<file path="src/rtl/equiv_stim_sequencer.sv">
// equiv_stim_sequencer
// Drives one LFSR stimulus vector into the pre- and post-synthesis copies of a
// fuzzed design, compares their y outputs every active cycle, and reports
// pass/fail, a saturating mismatch count and where the first divergence was.
module equiv_stim_sequencer #(
    parameter int          STIM_W       = 29,
    parameter int          Y_W          = 284,
    parameter int          CYCLES       = 1024,
    parameter int          DRAIN        = 4,
    parameter int          CNT_W        = 16,
    parameter logic [31:0] SEED         = 32'h0000_0001,
    parameter logic        STOP_ON_FAIL = 1'b0
) (
    input  logic                   clk,
    input  logic                   rst_n,
    input  logic                   start,
    input  logic                   abort,
    output logic [STIM_W-1:0]      stim_out,
    output logic                   stim_valid,
    input  logic [Y_W-1:0]         y_a,
    input  logic [Y_W-1:0]         y_b,
    output logic                   busy,
    output logic                   done,
    output logic                   pass,
    output logic [CNT_W-1:0]       mismatch_cnt,
    output logic [CNT_W-1:0]       first_fail_cycle,
    output logic [$clog2(Y_W)-1:0] first_fail_bit
);

    // A zero seed would lock the LFSR up, so it is replaced by 1.
    localparam logic [31:0] SEED_EFF = (SEED == 32'd0) ? 32'd1 : SEED;
    localparam int BW     = $clog2(Y_W);
    localparam int TOTAL  = CYCLES + DRAIN;
    localparam int TW_MIN = $clog2(TOTAL + 1);
    // The phase counter must reach CYCLES+DRAIN-1 even when the reported cycle
    // index is narrower, so it is widened as needed and cyc is its low bits.
    localparam int TW     = (CNT_W > TW_MIN) ? CNT_W : TW_MIN;
    localparam logic [TW-1:0] RUN_LAST   = TW'(CYCLES - 1);
    localparam logic [TW-1:0] DRAIN_LAST = TW'(TOTAL - 1);

    typedef enum logic [2:0] {
        S_IDLE,
        S_LOAD,
        S_RUN,
        S_DRAIN,
        S_DONE
    } state_t;

    state_t            state_q, state_d;
    logic [31:0]       lfsr_q, lfsr_d;
    logic [TW-1:0]     cnt_q, cnt_d;
    logic [CNT_W-1:0]  mismatchCnt_q, mismatchCnt_d;
    logic [CNT_W-1:0]  firstCycle_q, firstCycle_d;
    logic [BW-1:0]     firstBit_q, firstBit_d;
    logic              seenFail_q, seenFail_d;
    logic              pass_q, pass_d;
    logic              busy_q, done_q;

    logic              compareEn;
    logic [Y_W-1:0]    diff;
    logic              diffNz;
    logic [BW-1:0]     lowBit;

    assign compareEn = (state_q == S_RUN) || (state_q == S_DRAIN);
    assign diff      = y_a ^ y_b;
    assign diffNz    = |diff;

    // Find the lowest differing bit; scanning downwards lets the lowest win.
    always_comb begin
        lowBit = '0;
        for (int i = Y_W - 1; i >= 0; i--) begin
            if (diff[i]) begin
                lowBit = BW'(i);
            end
        end
    end

    // Next-state logic; abort outranks every other exit from an active phase.
    always_comb begin
        state_d = state_q;
        unique case (state_q)
            S_IDLE: begin
                if (start) begin
                    state_d = S_LOAD;
                end
            end
            S_LOAD: begin
                state_d = abort ? S_IDLE : S_RUN;
            end
            S_RUN: begin
                if (abort) begin
                    state_d = S_IDLE;
                end else if (STOP_ON_FAIL && diffNz) begin
                    state_d = S_DONE;
                end else if (cnt_q == RUN_LAST) begin
                    state_d = (DRAIN == 0) ? S_DONE : S_DRAIN;
                end
            end
            S_DRAIN: begin
                if (abort) begin
                    state_d = S_IDLE;
                end else if (STOP_ON_FAIL && diffNz) begin
                    state_d = S_DONE;
                end else if (cnt_q == DRAIN_LAST) begin
                    state_d = S_DONE;
                end
            end
            S_DONE: begin
                state_d = S_IDLE;
            end
            default: begin
                state_d = S_IDLE;
            end
        endcase
    end

    // Datapath next values: LFSR stepping, cycle index, compare bookkeeping.
    always_comb begin
        lfsr_d        = lfsr_q;
        cnt_d         = cnt_q;
        mismatchCnt_d = mismatchCnt_q;
        firstCycle_d  = firstCycle_q;
        firstBit_d    = firstBit_q;
        seenFail_d    = seenFail_q;
        pass_d        = pass_q;

        if (state_q == S_LOAD) begin
            lfsr_d        = SEED_EFF;
            cnt_d         = '0;
            mismatchCnt_d = '0;
            firstCycle_d  = '0;
            firstBit_d    = '0;
            seenFail_d    = 1'b0;
        end

        // The last RUN value is held through DRAIN, so no step on the last RUN cycle.
        if ((state_q == S_RUN) && (cnt_q != RUN_LAST)) begin
            lfsr_d = {lfsr_q[30:0], lfsr_q[31] ^ lfsr_q[21] ^ lfsr_q[1] ^ lfsr_q[0]};
        end

        if (compareEn) begin
            cnt_d = cnt_q + 1'b1;
            if (diffNz) begin
                if (mismatchCnt_q != {CNT_W{1'b1}}) begin
                    mismatchCnt_d = mismatchCnt_q + 1'b1;
                end
                if (!seenFail_q) begin
                    firstCycle_d = cnt_q[CNT_W-1:0];
                    firstBit_d   = lowBit;
                    seenFail_d   = 1'b1;
                end
            end
        end

        if ((state_q == S_IDLE) && start) begin
            pass_d = 1'b0;
        end else if (state_d == S_DONE) begin
            pass_d = !seenFail_d;
        end
    end

    // State register.
    always_ff @(posedge clk or negedge rst_n) begin
        if (!rst_n) begin
            state_q <= S_IDLE;
        end else begin
            state_q <= state_d;
        end
    end

    // Datapath and registered status outputs.
    always_ff @(posedge clk or negedge rst_n) begin
        if (!rst_n) begin
            lfsr_q        <= SEED_EFF;
            cnt_q         <= '0;
            mismatchCnt_q <= '0;
            firstCycle_q  <= '0;
            firstBit_q    <= '0;
            seenFail_q    <= 1'b0;
            pass_q        <= 1'b0;
            busy_q        <= 1'b0;
            done_q        <= 1'b0;
        end else begin
            lfsr_q        <= lfsr_d;
            cnt_q         <= cnt_d;
            mismatchCnt_q <= mismatchCnt_d;
            firstCycle_q  <= firstCycle_d;
            firstBit_q    <= firstBit_d;
            seenFail_q    <= seenFail_d;
            pass_q        <= pass_d;
            busy_q        <= (state_d != S_IDLE);
            done_q        <= (state_d == S_DONE);
        end
    end

    assign stim_out         = compareEn ? lfsr_q[STIM_W-1:0] : '0;
    assign stim_valid       = compareEn;
    assign busy             = busy_q;
    assign done             = done_q;
    assign pass             = pass_q;
    assign mismatch_cnt     = mismatchCnt_q;
    assign first_fail_cycle = firstCycle_q;
    assign first_fail_bit   = firstBit_q;

endmodule

</file>
<file path="config.mk">
export PLATFORM = sky130hd
export DESIGN_NAME = equiv_stim_sequencer
export DESIGN_NICKNAME = d
export VERILOG_FILES = /design/src/rtl/equiv_stim_sequencer.sv
export SDC_FILE = /design/constraint.sdc
export NUM_CORES = 1
export LEC_CHECK = 0
export CAP_MARGIN = 5
export CELL_PAD_IN_SITES_DETAIL_PLACEMENT = 2
export CELL_PAD_IN_SITES_GLOBAL_PLACEMENT = 2
export CORE_AREA = 4 4 252 254
export DETAILED_ROUTE_END_ITERATION = 7
export DIE_AREA = 0 0 256 258
export PLACE_DENSITY = 0.78
export SETUP_SLACK_MARGIN = 0.05
export SLEW_MARGIN = 0
export SYNTH_ARGS = -nofsm -noshare
export SYNTH_HDL_FRONTEND = slang
export SYNTH_SLANG_ARGS = --single-unit
</file>
<file path="constraint.sdc">
create_clock -name clk -period 4.5 [get_ports clk]
set_input_delay 0.675 -clock clk [delete_from_list [all_inputs] [get_ports clk]]
set_output_delay 0.675 -clock clk [all_outputs]
set_load 0.01 [all_outputs]
</file>
* Word-level counts from Yosys, hierarchy flattened
Cells that the tools add are included.
** Word-level totals
- Register bits :: 96
- Output and inout bits :: 74
- Word-level logic and storage cells :: 348
- Bits of input ports :: 572
** Operators by class
- Reduce and logical (&&, ||, !) cells :: 10
- $add $sub $neg :: 2
- Bitwise operators :: 4
- Muxes and demuxes :: 314
- Equal/unequal tests :: 8
** Operators with widths (count)
- $mux W9 :: 288
- $reduce_or A284 Y1 :: 1
- $xor A284 B284 Y284 :: 1
- $mux W16 :: 10
- $mux W32 :: 2
- $add A16 B1 Y16 const B :: 2
- $mux W29 :: 1
- $eq A16 B10 Y1 const B :: 1
- $eq A16 B11 Y1 const B :: 1
- $ne A16 B10 Y1 const B :: 1
- $ne A16 B16 Y1 const B :: 1
- $mux W3 :: 5
- $pmux W3 S4 :: 1
- $eq A3 B2 Y1 const B :: 2
- $mux W1 :: 6
- $reduce_bool A2 Y1 :: 3
- $eq A3 B1 Y1 const B :: 1
- $eq A3 B3 Y1 const B :: 1
- $logic_not A3 Y1 :: 1
- $reduce_bool A3 Y1 :: 1
- $xor A1 B1 Y1 :: 3
- $logic_and A1 B1 Y1 :: 2
- $mux W2 :: 1
- $logic_not A1 Y1 :: 1
- $logic_or A1 B1 Y1 :: 1

* Logic depth before layout (Yosys ltp)
Gate-level depths: netlist of the first run.
- Depth after elaboration :: 288
- Depth in mapped cells :: 11

* Worst setup path after synthesis of the first run
Ideal clock, no wire load.
- Path kind :: input -> register
- Start :: in y_b[68]
- End :: reg mismatchCnt_q[0] (netlist: mismatch_cnt[0])
- Cell stages on the path :: 9
- Data arrival time :: 3.241 ns
- Buffers on the path :: 2
- Required time :: 4.375 ns
- Slack :: 1.134 ns
- Cell sequence :: xor2_1 > or4_4 > or4_4 > nor4_4 > nand4_4 > o211a_1 > buf_6 > buf_6 > mux2_2
** Between the ends
- Word-level cells in the longest chain between the ends :: 4
** Ends and longest elaborated chain
- start: declaration :: RTL line 21 : input logic [Y_W-1:0] y_b,
- $xor A284 B284 Y284 :: RTL line 65 : assign diff = y_a ^ y_b;
- $reduce_or A284 Y1 :: RTL line 66 : assign diffNz = |diff;
- $mux W16 :: RTL line 143 : if (diffNz) begin
- $mux W16 :: RTL line 141 : if (compareEn) begin
- named net mismatchCnt_d[0] :: RTL line 52 : logic [CNT_W-1:0] mismatchCnt_q, mismatchCnt_d;
- end signal: assignment :: RTL line 186 : mismatchCnt_q <= mismatchCnt_d;
- end: declaration :: RTL line 52
The timed path passes the listed nets, and every way through them passes these cells.
A chain may end at the register's enable or synchronous reset.

* Worst setup path after layout of the first run
- Start :: in y_a[6]
- End :: reg mismatchCnt_q[6] (netlist: mismatch_cnt[6])
** Between the ends
- Word-level cells in the longest chain between the ends :: 4
** Ends and longest elaborated chain
- start: declaration :: RTL line 20 : input logic [Y_W-1:0] y_a,
- $xor A284 B284 Y284 :: RTL line 65
- $reduce_or A284 Y1 :: RTL line 66
- $mux W16 :: RTL line 143
- $mux W16 :: RTL line 141
- named net mismatchCnt_d[6] :: RTL line 52
The timed path passes the listed nets, and every way through them passes these cells.

==> results.ini, run 1 <==
[yosys]
synthArstFlopShare = 1.00
ys_warn_count = 0
ys.flop_type = dfrtp_1
syn_area_um2 = 11200
ys_seq_elements = 96
yosysSeqAreaShare = 0.214
syn_nets = 2033
netlist_instances = 1459
synth_edf_count = 0
synth.distinct_cells = 77
syn_area_per_cell_um2 = 7.70

[sta]
max_slew.worst_pin.slew_ns = 0.970
hold_slack_ns = 0.456
setup_viol = 0
hold_viol_final = 0
timing.final.crit_period_ns = 4.10
finalCritPeriodShare = 0.910
timing.final.max_slew_violations = 0
slew_headroom = 0.353
finClkSkew_ns = 0.0108
max_freq_mhz = 244
rsz0062_at_grt = no

[cts]
clkSinkCount = 96
cts_root_buf = clkbuf_16
clk_latency_ns = 0.36
path_clk_slew_ns = 0.08
htree_levels = 3
cts_tree = yes
post_cts_buffers = 0
cts_buffer_depth = 2
cts-buffers-inserted = 9

[critical_path]
cp_cell_sequence = clkdlybuf4s50_1, xnor2_1, nand4_1, or4_1, nor4_2, nand4_4, o211a_1, nor2_4, o21ai_0, o21ai_0
required_ns = 4.75
crit_buf_inv = 1
crit_path_start = y_a[6]
critPathLaunchType = input port
crit_fanout = 17
path_common_cell = o21ai_0
reg2reg_from = state_q[2]$_DFF_PN0_
path_delay_family = simple AND/OR/NAND/NOR gates
crit_type = in2reg
cp-end-kind = flip-flop
critical_path.slowest_cell = or4_1
cp_data_arrival_time_ns = 4.35
cpPeakStageDelay_ns = 0.65

[global_route]
grt_pass1_vias = 15989
grt_pass1_wl_um = 102000
grt_antenna_before_repair = 8
grt_usage = 0.200
grt_max_degree = 71
grt_overflow = 0

[pwr]
ir_drop_v = 0.000173
cellPowerDensity_nw_per_um2 = 190
cellLeakagePower_nw = 6.78

[die]
die_h_um = 258
rows = 91
ioPinCount = 646
die-width_um = 256
core_um2 = 61300
initial_core_util = 0.183
die_area_um2 = 66000

[finish]
final_common_cell = clkdlybuf4s50_1
layout_common_cells = 644 x clkdlybuf4s50_1, 219 x nand2_1, 182 x xnor2_1
areaGrowthSynthToFinish_pct = 71.2
drive_gt1_frac = 0.0478
layout.nets = 2704
n_fill_cell = 7012
fin_area_um2 = 19200
seq_area_um2 = 2400
multi_input_area_um2 = 8670
final_util = 0.314

[placed_design]
placed_cell_area_um2 = 18900
hpwl_um = 62300
port_buffers = 645
gp_congestion = 0.929

[detailed_routing]
via_per_inst = 4.82
wl_um = 69600
dr.pass1.iters = 4
num_vias = 14128
drt-initial-drc-count = 422
ant_nets = 0
drc = 0
routedWlPerCell_um = 23.8

[status]
status = finished clean

[job]
drv_cap = 0

[min_path]
min_path_type = in2async

==> repair_timing <==
action | 4_1_cts | 5_1_grt
setup endpoints to repair | 0 | 2
hold buffers | 0 | 0
gates resized for setup | 0 | 2
==> sequential cells by signal (all words and copies together), names as in the netlist, 3 cells and up <==
signal and cells:
state_q 3, cnt_q 16, lfsr_q 32, first_fail_bit 9
mismatch_cnt 16, first_fail_cycle 16
==> area by class of cell <==
type | instances | share of cell area
repair buffers | 691 | 0.354
inverters | 12 | 0.00234
clock buffers | 9 | 0.0117
clock inverters | 7 | 0.00416
multi-input cells | 1320 | 0.451
diodes | 6 | 0.000780
well taps | 790 | 0.0514
flip-flops and latches | 96 | 0.125
==> logic make-up after synthesis <==
group                      Yosys count  synth area share
adders and majority gates            2           0.00223
and+or+nand+nor                    618             0.290
xor gates and xnor gates           351             0.274
muxes                               10           0.00913
buffers and inverters               43            0.0164
AOI/OAI and AO/OA                  339             0.195
DFF                                 96             0.214
==> metal layers <==
| metal | global-route usage | routed length (um) | vias up |
|---|---|---|---|
| li1 | - | - | 6682 |
| met1 | 0.244 | 29800 | 7001 |
| met2 | 0.366 | 35500 | 383 |
| met3 | 0.0315 | 2930 | 60 |
| met4 | 0.0491 | 1430 | 2 |
| met5 | 0 | 13 | - |
==> synth_stat cells (6+ instances only) <==
cell type | instances | share of area
xor2_1 | 169 | 0.13
nor4_1 | 45 | 0.025
nor2_1 | 84 | 0.028
nand3_1 | 35 | 0.016
o2111ai_1 | 17 | 0.013
and3_1 | 11 | 0.0061
nand2b_1 | 15 | 0.0084
a211oi_1 | 24 | 0.016
nor4b_1 | 8 | 0.0062
mux2i_1 | 8 | 0.0071
nand2_1 | 219 | 0.073
a41oi_1 | 6 | 0.0047
nor3_1 | 33 | 0.015
nor4bb_1 | 8 | 0.0071
nor2b_1 | 9 | 0.0050
o31ai_1 | 9 | 0.0060
a31oi_1 | 22 | 0.012
or4b_2 | 6 | 0.0053
inv_1 | 12 | 0.0040
and2_1 | 33 | 0.018
and4_1 | 7 | 0.0055
o21ai_1 | 11 | 0.0049
o21bai_1 | 6 | 0.0040
xnor2_1 | 182 | 0.14
o21ai_0 | 108 | 0.048
a2111oi_0 | 9 | 0.0070
clkbuf_1 | 25 | 0.0084
a21oi_1 | 55 | 0.024
or2_2 | 7 | 0.0039
nand4_1 | 53 | 0.030
dfrtp_1 | 95 | 0.21
o211ai_1 | 25 | 0.017
or4_1 | 11 | 0.0073
==> stage by stage <==
stage | setup TNS [ns] | power (mW) | instances | worst slack (ns)
6_report | 0 | 3.66 | 2931 | 0.404
4_1_cts | 0 | 3.70 | 2925 | 0.283
3_5_place_dp | -0.187 | 2.88 | 2909 | -0.0546
3_3_place_gp | 0 | 2.81 | 2909 | 0.0200
2_1_floorplan | 0 | 1.78 | 1459 | 1.13
5_1_grt | 0 | 3.90 | 2930 | 0.192
==> path summary, 6_finish.rpt <==
path	endpoint	cells after the start	slack, ns
min in group clk	lfsr_q[30]$_DFFE_PN0P_	2	0.49
min	lfsr_q[10]$_DFFE_PN0P_	1	0.46
max in group asynchronous	lfsr_q[0]$_DFFE_PN1P_	2	3.02
min reg2reg	lfsr_q[30]$_DFFE_PN0P_	2	0.49
max	mismatch_cnt[6]$_DFF_PN0_	10	0.40
max reg2reg	mismatch_cnt[15]$_DFF_PN0_	7	1.37
==> where the power goes <==
part | internal, mW | total (mW) | switching, mW | leakage [nW]
sequential | 0.927 | 0.999 | 0.0727 | 1.32
combinational | 0.889 | 1.85 | 0.959 | 5.31
clock | 0.438 | 0.808 | 0.369 | 0.148
No activity file was read; power rests on OpenSTA's default activity.
==> run 2, diff against run 1 <==
Settings changed: CORE_AREA 4 4 252 254 to not set, CORE_ASPECT_RATIO set to 0.6, CORE_MARGIN set to 4, CORE_UTILIZATION set to 22, DIE_AREA 0 0 256 258 to not set, PLACE_DENSITY 0.78 to 0.91.
==> run 2 against run 1 <==
  * Design area is 0.68% lower
  * Wire length grew 9.4%
  * Worst hold slack lost 0.041 ns
  * Clock-buffer cell count increased by 1
  * Die area fell by 17%
  * Highest routed layer unchanged
  * Flip-flop and latch count unchanged
  * Critical path depth unchanged
  * Clock power increased by 1%
  * Global-route usage up 6.6 points
  * First-iteration DRC count is 84% higher
  * Via count is 2.9% higher
  * Worst setup slack got worse by 0.044 ns
  * Largest cell class unchanged
==> results.ini, run 2 (synthesis results as in run 1) <==
[pwr]
cellPowerDensity_nw_per_um2 = 194  ; +1.9%
total_power_mw = 3.70  ; +1.2%
ir_drop_v = 0.000167  ; -3.8%
cellLeakagePower_nw = 6.77  ; -0.16%

[detailed_routing]
num_vias = 14543  ; +2.9%
wl_met2_um = 37200  ; +4.8%
routedWlPerCell_um = 26.9  ; +13%
dr.pass1.iters = 6  ; +2
drc = 0  ; unchanged
highest_layer = met5
ant_nets = 0  ; unchanged
wl_um = 76100  ; +9.4%
via_per_inst = 5.13  ; +6.5%
wl_met3_um = 5200  ; +78%
met1_length_um = 31600  ; +6.3%
drt-initial-drc-count = 775  ; +84%

[sta]
finalCritPeriodShare = 0.920  ; +0.00976
rsz0062_at_grt = no
hold_viol_final = 0  ; unchanged
setup_tns_ns = 0  ; unchanged
setup_viol = 0  ; unchanged
max_freq_mhz = 242  ; -1.1%
slew_headroom = 0.234  ; -0.119
timing.final.crit_period_ns = 4.14  ; +0.0439 ns
max_slew.worst_pin.slew_ns = 1.15  ; +0.177 ns
fin_ws_ns = 0.360  ; -0.0439 ns
finClkSkew_ns = 0.00963  ; -0.00121 ns
timing.final.max_slew_violations = 0  ; unchanged

[finish]
stdcell_count = 2834  ; -3.3%
drive_gt1_frac = 0.0468  ; -0.000937
areaGrowthSynthToFinish_pct = 70.1
final_common_cell = clkdlybuf4s50_1
final_util = 0.383  ; +0.0689
regMostFlops = lfsr_q
layout.nets = 2704  ; unchanged
layout_common_cells = 644 x clkdlybuf4s50_1, 219 x nand2_1, 182 x xnor2_1
largest_reg_flops = 32  ; unchanged

[global_route]
grt_pass1_wl_um = 110000  ; +7.8%
grt_antenna_before_repair = 29  ; +21
grt_pass1_vias = 16210  ; +1.4%
grt_max_degree = 66  ; -7.0%
grt_usage = 0.265  ; +0.0659
grt_overflow = 0  ; unchanged

[job]
drv_cap = 0  ; unchanged

[placed_design]
dp_cells = 2801  ; -3.7%
port_buffers = 645  ; unchanged
gp_congestion = 0.975  ; +5.0%
hpwl_um = 66600  ; +6.9%
preCtsSetupSlack_ns = 0.0213  ; +0.0759 ns

[cts]
cts_buffer_depth = 2  ; unchanged
post_cts_buffers = 0  ; unchanged
cts_root_buf = clkbuf_16
ctsHoldBuffers = 0  ; unchanged
htree_levels = 3  ; unchanged
cts_resized = 0  ; unchanged
cts-buffers-inserted = 9  ; unchanged
clk_latency_ns = 0.36  ; about the same
cts_tree = yes
clkSinkCount = 96  ; unchanged
path_clk_slew_ns = 0.07  ; about the same

[critical_path]
crit_type = in2reg
cpPeakStageDelay_ns = 0.75  ; +0.10 ns
critical_path.slowest_cell = nor4b_1
required_ns = 4.76  ; about the same
cp_cell_sequence = clkdlybuf4s50_1, xnor2_1, nor4b_1, nand4_1, nor4_2, nand4_4, o211a_1, nor2_4, o21ai_0, o31ai_1
cp_data_arrival_time_ns = 4.40  ; +0.05 ns
path_delay_family = simple AND/OR/NAND/NOR gates
cp-end-kind = flip-flop
crit_fanout = 17  ; unchanged
crit_buf_inv = 1  ; unchanged
critPathLaunchType = input port

[die]
core_um2 = 49900  ; -19%
die-width_um = 300  ; +17%
die_area_um2 = 54900  ; -17%
ioPinCount = 646  ; unchanged
die_h_um = 183  ; -29%
initial_core_util = 0.225  ; +0.0418
rows = 63  ; -31%

[min_path]
min_path_type = in2async

[status]
status = finished clean

## run 2: per-stage QoR
step                hold WS [ns]  cell area, um2
detailed placement         0.478           18800
CTS                        0.445           19100
floorplan                  0.379           11200
finish                     0.415           19100
global placement           0.461           18800
global route               0.484           19100
## run 2: routing by layer
metal,global-route usage,up-vias
met5,0,-
met3,0.0779,103
li1,-,6694
met2,0.468,414
met4,0.0737,24
met1,0.316,7308
## run 2: worst reg2reg max path, cell delays in order, from the launching register on
cell	delay, ns
dfrtp_1	0.57
nand2b_1	0.34
inv_1	0.93
o211a_1	0.75
nand4_2	0.22
nor2_1	0.18
mux2i_1	0.19
## run 2: layout make-up
| type | instances | area, um2 |
|---|---|---|
| antenna | 17 | 42.5 |
| timing repair buffer | 691 | 6800 |
| inverter | 12 | 45.0 |
| fill | 5707 | 30800 |
| clock buffer | 10 | 239 |
| tap | 682 | 853 |
| sequential | 96 | 2400 |
| multi-input combinational | 1320 | 8660 |
| clock inverter | 6 | 67.6 |
## run 2: worst paths after layout
kind                       cells past startpoint                    from  slack, ns                         end
min in group clk                               2  lfsr_q[29]$_DFFE_PN0P_       0.49      lfsr_q[30]$_DFFE_PN0P_
setup / recovery                              10                y_b[254]       0.36   mismatch_cnt[8]$_DFF_PN0_
setup reg to reg                               6    state_q[1]$_DFF_PN0_       1.24  mismatch_cnt[15]$_DFF_PN0_
hold reg to reg                                2  lfsr_q[29]$_DFFE_PN0P_       0.49      lfsr_q[30]$_DFFE_PN0P_
hold / removal                                 1                   rst_n       0.42      lfsr_q[24]$_DFFE_PN0P_
max in group asynchronous                      2                   rst_n       3.05        state_q[0]$_DFF_PN0_
## run 2: power by group
| part | leakage [nW] | internal [mW] | switching, mW |
|---|---|---|---|
| clock network | 0.145 | 0.448 | 0.370 |
| registers | 1.32 | 0.927 | 0.0753 |
| logic | 5.30 | 0.890 | 0.988 |
==> run 3, diff against run 2 <==
Settings changed: GPL_TIMING_DRIVEN set to 0.
==> run 3 against run 2 <==
  * Combinational power hardly changed
  * Worst hold slack got worse by 0.11 ns
  * Highest routed layer unchanged
  * Maximum frequency shrank 4.0%
  * Via count grew 0.53%
  * Register-to-register slack got worse by 0.23 ns
  * Flip-flop and latch count is the same
  * Non-clock buffer count decreased by 11
  * Critical path depth decreased by 1
  * Global-route usage down 0.24 points
  * Clock-buffer cell count is 2 higher
  * Clock power is 12% lower
==> results.ini, run 3 (synthesis results as in run 1) <==
[critical_path]
r2r_cells = 10  ; +4
worst-path-stages = 9  ; -1
crit_path_start = y_b[139]
rr_endpoint = first_fail_bit[0]$_DFF_PN0_
crit_buf_inv = 1  ; unchanged
crit_type = in2reg
reg2reg_from = state_q[1]$_DFF_PN0_
r2r_slack_ns = 1.01  ; -0.23 ns
path_common_cell = a2111oi_0
cp-end-kind = flip-flop
crit_fanout = 4  ; -13
cp_cell_sequence = clkdlybuf4s50_1, xnor2_1, o21ai_0, a2111oi_0, o2111ai_1, a2111oi_0, nand3_1, o311ai_0, nand2_1
cp_data_arrival_time_ns = 4.50  ; +0.10 ns
critPathLaunchType = input port
critical_path.slowest_cell = a2111oi_0
path_delay_family = compound AO/OA/AOI/OAI gates
cp-endpoint = first_fail_bit[0]$_DFF_PN0_
required_ns = 4.69  ; -0.07 ns
cpPeakStageDelay_ns = 0.90  ; +0.15 ns

[die]
ioPinCount = 646  ; unchanged
die_area_um2 = 54900  ; unchanged
initial_core_util = 0.225  ; unchanged
die-width_um = 300  ; unchanged
die_h_um = 183  ; unchanged
core_um2 = 49900  ; unchanged
rows = 63  ; unchanged

[cts]
cts_tree = yes
clkSinkCount = 96  ; unchanged
cts-buffers-inserted = 9  ; unchanged
cts_buffer_depth = 2  ; unchanged
path_clk_slew_ns = 0.07  ; about the same
clk_latency_ns = 0.36  ; about the same
htree_levels = 3  ; unchanged
cts_root_buf = clkbuf_16

[pwr]
comb_power_share = 0.526  ; +0.018
cellPowerDensity_nw_per_um2 = 191  ; -1.3%
p_clk_frac = 0.199  ; -0.022
p_sw_mw = 1.44  ; +0.58%
cellLeakagePower_nw = 6.63  ; -2.0%
p_int_mw = 2.18  ; -3.8%
p_sw_frac = 0.398  ; +0.0107
ir_drop_v = 0.000206  ; +24%
p_seq_frac = 0.275  ; +0.004

[sta]
finClkSkew_ns = 0.0110  ; +0.00133 ns
setup_viol = 0  ; unchanged
finalCritPeriodShare = 0.958  ; +0.0382
max_freq_mhz = 232  ; -4.0%
hold_viol_final = 0  ; unchanged
slew_headroom = 0.347  ; +0.113
fin_ws_ns = 0.189  ; -0.172 ns
timing.final.max_slew_violations = 0  ; unchanged
setup_tns_ns = 0  ; unchanged
rsz0062_at_grt = no
max_slew.worst_pin.slew_ns = 0.955  ; -0.192 ns
timing.final.crit_period_ns = 4.31  ; +0.172 ns

[finish]
final_common_cell = clkdlybuf4s50_1
regMostFlops = lfsr_q
final_util = 0.380  ; -0.00311
layout_common_cells = 644 x clkdlybuf4s50_1, 219 x nand2_1, 181 x xnor2_1
largest_reg_flops = 32  ; unchanged
drive_gt1_frac = 0.0320  ; -0.0148
n_fill_cell = 5623  ; -1.5%
stdcell_count = 2820  ; -0.49%
layout.nets = 2693  ; -0.41%
areaGrowthSynthToFinish_pct = 68.7

[placed_design]
port_buffers = 645  ; unchanged
preCtsSetupSlack_ns = -0.594  ; -0.616 ns
dp_cells = 2787  ; -0.50%
gp_congestion = 0.980  ; +0.48%
hpwl_um = 66700  ; +0.16%

[detailed_routing]
routedWlPerCell_um = 26.9  ; about the same
wl_um = 75800  ; -0.47%
via_per_inst = 5.18  ; +1.0%
drc = 0  ; unchanged
ant_nets = 0  ; unchanged
dr.pass1.iters = 5  ; -1
drt-initial-drc-count = 743  ; -4.1%
num_vias = 14620  ; +0.53%

[global_route]
grt_antenna_before_repair = 23  ; -21%
grt_max_degree = 62  ; -6.1%
use_met1 = 0.317  ; +0.000692
grt_pass1_wl_um = 109000  ; -0.94%
grt_overflow = 0  ; unchanged
grt-busiest-layer = met2
grt_pass1_vias = 16117  ; -0.57%
met2_usage = 0.466  ; -0.00202
grt_usage = 0.263  ; -0.00244
grtUsageMet3 = 0.0647  ; -0.0131

[min_path]
min_path_type = in2async

[status]
status = finished clean

[job]
drv_cap = 0  ; unchanged

[run 3: how the worst min path moves through the flow]
stage,from,end,slack (ns),cells past startpoint
3_3_place_gp,lfsr_q[29]$_DFFE_PN0P_,lfsr_q[30]$_DFFE_PN0P_,0.46,2
3_5_place_dp,lfsr_q[30]$_DFFE_PN0P_,lfsr_q[31]$_DFFE_PN0P_,0.48,2
2_1_floorplan,rst_n,busy$_DFF_PN0_,0.38,0
5_1_grt,rst_n,cnt_q[15]$_DFFE_PN0P_,0.34,1
6_report,rst_n,lfsr_q[19]$_DFFE_PN0P_,0.31,1
4_1_cts,rst_n,cnt_q[13]$_DFFE_PN0P_,0.33,1
[run 3: layout make-up]
| cell class | instances | area, um2 | area share |
|---|---|---|---|
| antenna | 15 | 37.5 | 0.00198 |
| clock buffer | 12 | 236 | 0.0125 |
| buffer | 31 | 139 | 0.00733 |
| timing repair buffer | 649 | 6500 | 0.343 |
| tap | 682 | 853 | 0.0450 |
| multi-input combinational | 1320 | 8720 | 0.460 |
| inverter | 12 | 45.0 | 0.00238 |
| sequential | 96 | 2400 | 0.127 |
| clock inverter | 3 | 20.0 | 0.00106 |
[run 3: repair_timing]
item	in CTS	in global routing
pin swaps	0	1
buffers inserted	0	1
endpoints found under the setup margin	17	7
hold buffers	0	0
gates resized for setup	8	3
endpoints found under the hold margin	0	0
[run 3: metal layers]
layer | share of wire | vias up
met1 | 0.41 | 7382
li1 | - | 6672
met2 | 0.49 | 439
met5 | 0.0015 | -
met4 | 0.029 | 18
met3 | 0.062 | 109
[run 3: power by group through the flow]
stage	sequential, mW	combinational, mW	clock [mW]
global placement	1.00	1.77	0
global route	1.00	2.04	0.772
finish	0.996	1.90	0.722
floorplan	1.00	0.780	0
CTS	0.995	1.89	0.732
detailed placement	1.01	1.86	0
[run 3: metrics by stage]
step | total power [mW] | hold WS [ns] | area [um2]
3_3_place_gp | 2.77 | 0.458 | 18500
3_5_place_dp | 2.87 | 0.477 | 18600
5_1_grt | 3.82 | 0.336 | 19000
6_report | 3.62 | 0.308 | 19000
4_1_cts | 3.62 | 0.325 | 18900
2_1_floorplan | 1.78 | 0.379 | 11200
==> variant 1 (settings of run 2) <==
Change the parameter `CNT_W` from 16 to 32.
--- a/src/rtl/equiv_stim_sequencer.sv
+++ b/src/rtl/equiv_stim_sequencer.sv
@@ -8,5 +8,5 @@
     parameter int          CYCLES       = 1024,
     parameter int          DRAIN        = 4,
-    parameter int          CNT_W        = 16,
+    parameter int          CNT_W        = 32,
     parameter logic [31:0] SEED         = 32'h0000_0001,
     parameter logic        STOP_ON_FAIL = 1'b0
Interface: changed (resized first_fail_cycle and mismatch_cnt); port bits go from 646 to 678. No check against the original RTL was run, so the function may have changed too.
==> variant 1 against run 2 <==
Register-to-register slack got worse by 0.15 ns; area after synthesis rose by 18%; wire length rose by 14%; design area rose by 14%; first-iteration DRC count rose by 27%; sequential cell count rose by 48; total power rose by 34%; worst setup slack got worse by 0.016 ns; count of clock-buffer cells in the layout rose by 11; critical endpoint is now mismatch_cnt[9].
==> variant 1: results (changes against run 2) <==
Layout
  – Finished Layout Cells: 3,203 (+13%)
  – Multi-input logic area: 9420 um2 (+8.8%)
  – Final nets: 2,966 (+9.7%)

Route
  – Vias/cell: 5.21 (+1.5%)
  – Wire length per cell: 27.2 um (+1.3%)

Placed design
  – GPL Wtd Cong: 0.927 (-4.9%)
  – Post-DP HPWL: 75.2 mm (+13%)
  – Buffers on Ports: 677 (+5.0%)

Global routing
  – Total global-route track usage: 0.261 (-0.00414)
  – Largest net degree at the start of global routing: 114 (+73%)
  – Initial antenna violation count: 28 (-3.4%)
  – First-pass GRT wire length: 127 mm (+16%)
  – Number of global-route vias before repair: 18,832 (+16%)

Critical path
  – Start of the worst register-to-register path: mismatch_cnt[14]
  – Reg2reg path depth: 8 (+2)
  – Worst Path Max Fanout: 11 (-6)
  – R2R Setup Slk: 1.09 ns (-0.15 ns)
  – Max incr delay on CP: 0.66 ns (-0.09 ns)

Yosys
  – Synthesized-area fraction occupied by adder cells: 0.00189 (-0.000340)
  – Multiplexer share of the synthesized area: 0.0190 (+0.00984)
  – Top post-synthesis cells by count: nand2_1, xnor2_1, dfrtp_1
  – Register area share after synthesis: 0.272 (+0.0579)
  – Xor-xnor portion of the synthesized cell area: 0.229 (-0.0444)
  – Synth Net Count: 2,270 (+12%)

Outcome
  – Status: completed

Pwr
  – Worst vdd rail ir drop: 0.292 mV (+75%)

Clock network
  – Htree depth: 4 (+1)
  – CTS Buf Count: 17 (+8)
## variant 1: changes by cell type in the layout (fill, tap and decap cells not counted), moves of 22 or more
cell / before / now
nand3_1: 35 / 118
xor2_1: 169 / 98
xnor2_1: 182 / 249
nand2_1: 219 / 278
dfrtp_1: 95 / 143
clkdlybuf4s50_1: 644 / 676
o21ai_0: 108 / 83
nand4_1: 53 / 75
## variant 1: layout make-up
cell class                 instances  share of cell area
antenna                           18             0.00206
clock buffer                      21              0.0211
clock inverter                    10             0.00733
inverter                          24             0.00412
multi-input combinational       1488               0.431
sequential                       144               0.165
tap                              781              0.0447
timing repair buffer             717               0.325
## variant 1: through the flow
step	power [mW]	TNS, ns	hold slack (ns)	worst slack, ns
floorplan	2.26	0	0.379	1.09
global placement	3.29	0	0.448	0.0986
detailed placement	3.40	-0.0209	0.459	-0.0209
CTS	4.97	0	0.458	0.433
global route	5.19	0	0.487	0.114
finish	4.94	0	0.405	0.345
## variant 1: critical path: cells and delay by family
| family | cells | cell delay, ns |
|---|---|---|
| AO/OA/AOI/OAI | 4 | 0.81 |
| XOR/XNOR | 1 | 0.42 |
| buffers and inverters | 2 | 0.67 |
| AND/OR/NAND/NOR | 4 | 1.90 |
## variant 1: power breakdown
part	internal, mW	switching (mW)	total [mW]
Sequential	1.36	0.0792	1.44
Clock	0.954	0.588	1.54
Combinational	0.890	1.07	1.96
Total	3.20	1.74	4.94
## variant 1: layer usage
layer,share of wire,vias to the layer above,track usage
met1,0.43,8415,0.327
li1,-,7553,-
met4,0.021,14,0.0651
met2,0.48,584,0.456
met3,0.067,112,0.0621
met5,0.00092,-,0
==> variant 2 (settings of run 2) <==
Without the edit above. Register the input `start` before use. The logic sees it one clock later. The other inputs are not delayed to match.
--- a/src/rtl/equiv_stim_sequencer.sv
+++ b/src/rtl/equiv_stim_sequencer.sv
@@ -47,4 +47,10 @@
     } state_t;
 
+    logic start_q;
+
+    always_ff @(posedge clk) begin
+        start_q <= start;
+    end
+
     state_t            state_q, state_d;
     logic [31:0]       lfsr_q, lfsr_d;
@@ -81,5 +87,5 @@
         unique case (state_q)
             S_IDLE: begin
-                if (start) begin
+                if (start_q) begin
                     state_d = S_LOAD;
                 end
@@ -153,5 +159,5 @@
         end
 
-        if ((state_q == S_IDLE) && start) begin
+        if ((state_q == S_IDLE) && start_q) begin
             pass_d = 1'b0;
         end else if (state_d == S_DONE) begin
Function: changed (Yosys sat finds a counterexample within 4 cycles, from zero or initial values and one cycle with rst_n low).
==> variant 2 against run 2 <==
Worst setup slack better by 0.067 ns; area after synthesis is 0.40% higher; wire length is 2.0% higher; maximum frequency is 1.6% higher; sequential share of layout area is 0.060 points higher; design area is 0.35% higher; total power is 0.31% higher; via count is 1.3% higher; sequential cell count is 1 higher; critical path type unchanged.
==> variant 2: results (changes against run 2) <==
Outcome
  – Status: completed

Pwr
  – Worst vdd rail ir drop: 0.222 mV (+33%)
  – Switching Power: 1.45 mW (+0.96%)
  – Static leakage: 6.93 nW (+2.4%)

Layout
  – Finished Layout Cells: 2,821 (-0.46%)
  – Filler Cells Inserted: 5,665 (-0.74%)
  – Most flops, register: lfsr_q
  – Share of cells above drive strength 1: 0.0506 (+0.00379)
  – Final nets: 2,702 (-0.074%)

Placed design
  – Post-DP HPWL: 68.7 mm (+3.2%)
  – Post-place instance area: 18,800 um2 (+0.44%)
  – GPL Wtd Cong: 0.938 (-3.9%)
  – Dpl ws: -0.0712 ns (-0.0925 ns)
  – Buffers on Ports: 645 (unchanged)

STA
  – Fin Hold WS: 0.448 ns (+0.0324 ns)
  – Post-route minimum period: 4.07 ns (-0.0667 ns)
  – Worst Tran Pin Value: 1.09 ns (-0.0545 ns)
  – Worst clock skew: 0.0117 ns (+0.00212 ns)

Critical path
  – Reg2reg path depth: 9 (+3)
  – R2R Setup Slk: 1.20 ns (-0.04 ns)
  – Reg2reg end: first_fail_cycle[14]
  – Worst Path Max Fanout: 4 (-13)
  – CP arrival: 4.36 ns (-0.04 ns)

Global routing
  – First-pass GRT wire length: 110 mm (+0.62%)
  – Number of global-route vias before repair: 16,519 (+1.9%)
  – Initial antenna violation count: 7 (-76%)
  – Largest net degree at the start of global routing: 73 (+11%)
  – Total global-route track usage: 0.268 (+0.00292)

Route
  – Wire length per cell: 27.5 um (+2.5%)
  – DR pass1 iterations: 5 (-1)
  – DR iter-0 viols: 1,005 (+30%)
  – Total number of vias: 14,727 (+1.3%)

Yosys
  – Synth cell types: 75 (-2.6%)
  – Synth area leaders: dfrtp_1, xor2_1, xnor2_1
  – Top-count cell post-synth: nand2_1
  – Post-Synthesis Cells: 1,458 (-0.069%)
  – Async set-reset flop share out of synthesis: 0.990 (-0.0103)
  – Register area share after synthesis: 0.215 (+0.000920)
  – Yosys warning count: 0 (unchanged)
  – Synth Net Count: 2,032 (-0.049%)
  – Top post-synthesis cells by count: nand2_1, xor2_1, xnor2_1
## variant 2: how the worst max path moves through the flow
stage	to	start
global placement	first_fail_bit[0]	y_b[125]
finish	first_fail_bit[0]	y_b[125]
detailed placement	first_fail_bit[0]	y_b[125]
floorplan	mismatch_cnt[5]	y_b[5]
CTS	first_fail_bit[0]	y_b[125]
global route	first_fail_bit[0]	y_b[125]
## variant 2: layout make-up
cell class,instances,area (um2),area share
well taps,682,853,0.0445
clock buffers,10,239,0.0125
repair buffers,691,6820,0.356
inverters,13,48.8,0.00254
flip-flops and latches,97,2420,0.126
clock inverters,6,78.8,0.00411
diodes,6,15.0,0.000783
multi-input cells,1316,8700,0.453
## variant 2: per-layer routing
layer	global-route usage	up-vias	wire length (um)
met5	0	-	27
met4	0.0760	4	2200
met3	0.0480	99	4130
met2	0.474	506	38200
met1	0.337	7464	33100
li1	-	6654	-
## variant 2: worst max-delay path, cell delays in order
cell and delay (ns):
clkdlybuf4s50_1 0.48, xor2_1 0.34, o21ai_0 0.16, a2111oi_0 0.68, buf_4 0.23, nand2_1 0.05
o211ai_1 0.42, o211ai_1 0.22, a2111oi_1 0.61, buf_4 0.23, o311ai_0 0.13, o211ai_1 0.15
## variant 2: logic make-up after synthesis
kind of cell | synth area share
compound gates | 0.196
xor+xnor | 0.274
fa+ha+maj | 0.00222
buf+inv | 0.0162
flops | 0.215
mux | 0.0120
simple gates | 0.284
## variant 2: power by group through the flow
stage	registers (mW)	logic (mW)	clock network, mW
3_5_place_dp	1.02	1.83	0
6_report	0.999	1.86	0.849
5_1_grt	1.01	1.99	0.902
4_1_cts	0.998	1.85	0.869
3_3_place_gp	1.01	1.74	0
2_1_floorplan	0.997	0.742	0
